==> config.mk <==
export PLATFORM = sky130hd
export DESIGN_NAME = bcd_freq_monitor
export DESIGN_NICKNAME = d
export VERILOG_FILES = /design/src/rtl/bcd_freq_monitor.sv
export SDC_FILE = /design/constraint.sdc
export NUM_CORES = 1
export LEC_CHECK = 0
export ABC_CLOCK_PERIOD_IN_PS = 3700
export CORE_UTILIZATION = 55
export DETAILED_ROUTE_END_ITERATION = 8
export PLACE_DENSITY = 0.85
export SETUP_SLACK_MARGIN = 0.4
export SYNTH_ARGS = -nofsm -noshare
export SYNTH_HDL_FRONTEND = slang
export SYNTH_SLANG_ARGS = --single-unit
==> constraint.sdc <==
create_clock -name clk -period 3.7 [get_ports clk]
set_input_delay 0.74 -clock clk [delete_from_list [all_inputs] [get_ports clk]]
set_output_delay 0.74 -clock clk [all_outputs]
set_load 0.01 [all_outputs]
==> src/rtl/bcd_freq_monitor.sv <==
// Packed-BCD frequency reading to binary (one digit per cycle, MSD first),
// followed by a low-frequency alarm with hysteresis thresholds and persistence.
module bcd_freq_monitor #(
  parameter int DIGITS = 3,
  parameter int BIN_W  = 10,
  parameter int HOLD   = 4
) (
  input  logic                  clk,
  input  logic                  rst,
  input  logic [4*DIGITS-1:0]   bcd_in,
  input  logic                  in_valid,
  output logic                  in_ready,
  input  logic [BIN_W-1:0]      thr_lo,
  input  logic [BIN_W-1:0]      thr_hi,
  output logic [BIN_W-1:0]      bin_out,
  output logic                  out_valid,
  output logic                  err,
  output logic                  alarm
);

  localparam int ACC_W = BIN_W + 4;
  localparam int IDX_W = (DIGITS > 1) ? $clog2(DIGITS) : 1;
  localparam int CNT_W = $clog2(HOLD + 1);

  typedef enum logic [1:0] {IDLE, CONV, DONE} state_t;

  state_t              state, state_next;
  logic                ready_q;
  logic [4*DIGITS-1:0] bcd_q;
  logic [ACC_W-1:0]    acc;
  logic [ACC_W-1:0]    acc_step;
  logic [IDX_W-1:0]    idx;
  logic [3:0]          digit;
  logic                bad, ovf;
  logic                step_bad, step_ovf;
  logic                take;
  logic [CNT_W-1:0]    low_cnt;
  logic [CNT_W-1:0]    cnt_inc;

  assign take      = in_valid && ready_q;
  assign in_ready  = ready_q;
  assign out_valid = (state == DONE);

  // Current digit is always the top nibble; bcd_q shifts left each CONV cycle.
  assign digit    = bcd_q[4*DIGITS-1 -: 4];
  assign acc_step = (acc << 3) + (acc << 1) + ACC_W'(digit);
  assign step_bad = bad | (digit > 4'd9);
  assign step_ovf = ovf | (|acc_step[ACC_W-1:BIN_W]);
  assign cnt_inc  = (low_cnt == CNT_W'(HOLD)) ? low_cnt : low_cnt + 1'b1;

  // NOTE: every variable assigned in always_comb gets a default first, so no
  // path through the case can leave it unassigned and infer a latch.
  always_comb begin
    state_next = state;
    case (state)
      IDLE:    if (take) state_next = CONV;
      CONV:    if (idx == '0) state_next = DONE;
      DONE:    state_next = IDLE;
      default: state_next = IDLE;
    endcase
  end

  // NOTE: sequential state uses non-blocking assignments only, so every
  // register samples pre-edge values regardless of block ordering.
  // ready_q stays low through reset and tracks "next state is IDLE" after it.
  always_ff @(posedge clk) begin
    if (rst) begin
      state   <= IDLE;
      ready_q <= 1'b0;
    end else begin
      state   <= state_next;
      ready_q <= (state_next == IDLE);
    end
  end

  // NOTE: the conversion working registers carry no reset; each is loaded on
  // every accept before it is ever read.
  always_ff @(posedge clk) begin
    if (take) begin
      bcd_q <= bcd_in;
      acc   <= '0;
      idx   <= IDX_W'(DIGITS - 1);
      bad   <= 1'b0;
      ovf   <= 1'b0;
    end else if (state == CONV) begin
      bcd_q <= bcd_q << 4;
      acc   <= acc_step;
      idx   <= idx - 1'b1;
      bad   <= step_bad;
      ovf   <= step_ovf;
    end
  end

  // Result is captured on the edge entering DONE; saturate on any fault.
  always_ff @(posedge clk) begin
    if (rst) begin
      bin_out <= '0;
      err     <= 1'b0;
    end else if (state == CONV && idx == '0) begin
      if (step_bad || step_ovf) begin
        err     <= 1'b1;
        bin_out <= '1;
      end else begin
        err     <= 1'b0;
        bin_out <= acc_step[BIN_W-1:0];
      end
    end
  end

  // Set path checked first, so overlapping thresholds still behave predictably.
  always_ff @(posedge clk) begin
    if (rst) begin
      low_cnt <= '0;
      alarm   <= 1'b0;
    end else if (state == DONE && !err) begin
      if (bin_out <= thr_lo) begin
        low_cnt <= cnt_inc;
        if (cnt_inc == CNT_W'(HOLD)) alarm <= 1'b1;
      end else if (bin_out >= thr_hi) begin
        low_cnt <= '0;
        alarm   <= 1'b0;
      end else begin
        low_cnt <= '0;
      end
    end
  end

endmodule
==> run metrics <==
Final period util 0.8207; Crit Path Max Fanout 13; initial core utilization 0.5748; crit end category flip-flop; leakage power around 1.8 nW; commonest non-fill, non-tap cell in the layout nand2_1; Syn Inst Count approximately 370; hold depth 2; Synth area leaders dfxtp_1, ha_1, edfxtp_1; boundary pin count 49; CP required slightly below 4 ns; Synth Area in Compound Gates 0.1906; Avg Inst Size Synth 8.537 um2; Core Box Area 5540 um2; die area 6098 um2; hpwl dp 5.327 mm; Async SR Flop Fraction 0; Final Max Slew Viols 0; Seq cells post-synth 47; post-route setup slack about 0.66 ns; num rows 27; Critical Path Stages 10; Clock Skews 0.007257 ns; Worst-path clk slew 0.09 ns; Worst Reg-to-Reg Cells 10; vias in the first global route ~2700; post-synthesis mux area share 0.003536; ys flop type dfxtp_1; Final Net Count 497; Overall Global Routing Usage 0.2410; vias post-DR roughly 2800; Die Y 78.09 um; EDFF count, synth 12; fmax 329.3 MHz; first-pass GRT wire length 11.59 mm; max-cap viol count 0; vias per std cell 5.676; Slew HR 0.3809; family with the most delay on the worst path adder cells; chip width 78.09 um; critical path's largest stage delay around 0.54 ns; post-route ant nets 0; Adder-Cell Fraction of Synth Area 0.1894; worst path cell trace inv_1 > fa_1 > inv_1 > fa_1 > a211oi_1 > o21ai_0 > a31oi_1 > xnor2_1 > nor4_1 > a311oi_1; maximum number of pins on one net before global-route repair 22; Synth Area in XOR/XNOR 0.03301; Min Hold Slack ~0.48 ns; DR WL/cell 14.22 um; Max IR drop VDD 0.3069 mV; total grt overflow 0; Synth Area in Simple Gates 0.1843; n_diodes 0; total negative slack 0 ns; Sink Count 47; CTS tree built; # port buffers 48; CTS buffer count 5; Crit Path Class flip-flop to flip-flop; Critical Path AT 3.25 ns; DP Worst Slack 0.7295 ns; clock buffer depth 2; CTS H-Tree Depth 2; post-cts sizing count 0; crit start category flip-flop; DRT Pass-1 Iters 4; area leader, netlist dfxtp_1; layout cells sized above 1 0.05288; register area share after synthesis 0.3332; final hold violations 0; HP Class flip-flop to flip-flop; Total Routed Length 6.940 mm; Root Buffer clkbuf_8; P per Cell Area roughly 600 nW/um2; syn_nets 455; status finished, final reports clean; crit path buf inv count 2; Synth Warn # 0; commonest cells after routing, fill and taps aside nand2_1, clkdlybuf4s50_1, ha_1; 1st-iter DRT viols 138; clock latency at the later pin of the worst-skew pair about 0.3 ns; hold buffers post-CTS 0; synth-to-layout area growth 20.43%; placer congestion estimate 0.8447; initial antenna violation count 0; postcts setup bufs 0; main combinational cell family by area after synthesis compound AO/OA/AOI/OAI gates; synthesized area 3184 um2; Worst Max-Slew Pin Slew 0.9221 ns; post-synth top area share 0.2200; final setup fails 0; # DRC 0; RSZ-0062 raised after global routing no; CP max stage cell fa_1; Yosys cell types 51; Final Critical Period 3.037 ns; Tot Pwr roughly 2.3 mW
## cell usage after synthesis, types with 2 or more instances
master	count
o21ai_0	7
xnor2_1	8
o211ai_1	2
nor4_1	8
clkbuf_1	11
and3_1	7
fa_1	2
inv_1	33
nor2_1	25
a31oi_1	11
nand3_1	5
a21o_1	10
a211oi_1	3
and3_2	2
dfxtp_1	35
a21oi_1	29
edfxtp_1	12
xor2_1	4
nand2b_1	3
nand2_1	55
buf_6	2
o21bai_1	10
nand4_1	4
buf_2	3
nor2b_1	5
ha_1	45
nor3_1	8
## flip-flops by register name (all words and copies together), names as in the netlist
register,flops
alarm,1
acc,13
in_ready,1
bcd_q,12
err,1
idx,2
low_cnt,3
state,2
bad,1
ovf,1
bin_out,10
## power breakdown
group | internal (mW) | total, mW | switching, mW
registers | 0.647 | 0.735 | 0.0871
clock network | 0.269 | 0.442 | 0.173
logic | 0.449 | 1.14 | 0.689
## final timing paths
path                                              start                       to  slack [ns]
worst max-delay path                bcd_q[11]$_DFFE_PP_  bin_out[9]$_SDFFE_PP0P_        0.66
worst min-delay path            low_cnt[1]$_SDFFE_PP0P_  low_cnt[1]$_SDFFE_PP0P_        0.48
worst max register to register      bcd_q[11]$_DFFE_PP_  bin_out[9]$_SDFFE_PP0P_        0.66
worst min register to register  low_cnt[1]$_SDFFE_PP0P_  low_cnt[1]$_SDFFE_PP0P_        0.48
## stage by stage
step                      cell area (um2)    util  cells
after floorplan                      3184       -    373
after global placement               3699  0.6676    480
after detailed placement             3699  0.6676    480
after CTS                            3835  0.6922    488
after global routing                 3835  0.6922    488
final                                3835  0.6922    488
## logic make-up (layout without fill, tap and decap cells)
logic type      count (synthesis)  count (layout)
simple gates                  127             127
compound gates                 89              89
buf+inv                        50              93
fa+ha+maj                      47              47
flops                          47              47
xor+xnor                       12              12
mux                             1               1
## final cells by class
type                       instances  area [um2]
clock inverter                     3       67.56
timing repair buffer              52       510.5
tap                               72       90.09
inverter                          33       123.9
fill                             440        1705
multi-input combinational        276        1913
clock buffer                       5       68.82
sequential                        47        1061
## worst register-to-register path, stage by stage (launching register included)
cell and delay [ns]:
edfxtp_1 0.34, inv_1 0.08, fa_1 0.54, inv_1 0.07
fa_1 0.49, a211oi_1 0.25, o21ai_0 0.13, a31oi_1 0.21
xnor2_1 0.44, nor4_1 0.12, a311oi_1 0.28
## routing by layer
layer / track usage / share of wire / up-vias
li1: - / - / 1401
met1: 0.2834 / 0.44 / 1273
met2: 0.4228 / 0.48 / 87
met3: 0.05116 / 0.058 / 9
met4: 0.1019 / 0.017 / 0
met5: 0 / 0 / -
No activity file was read; power rests on OpenSTA's default activity.
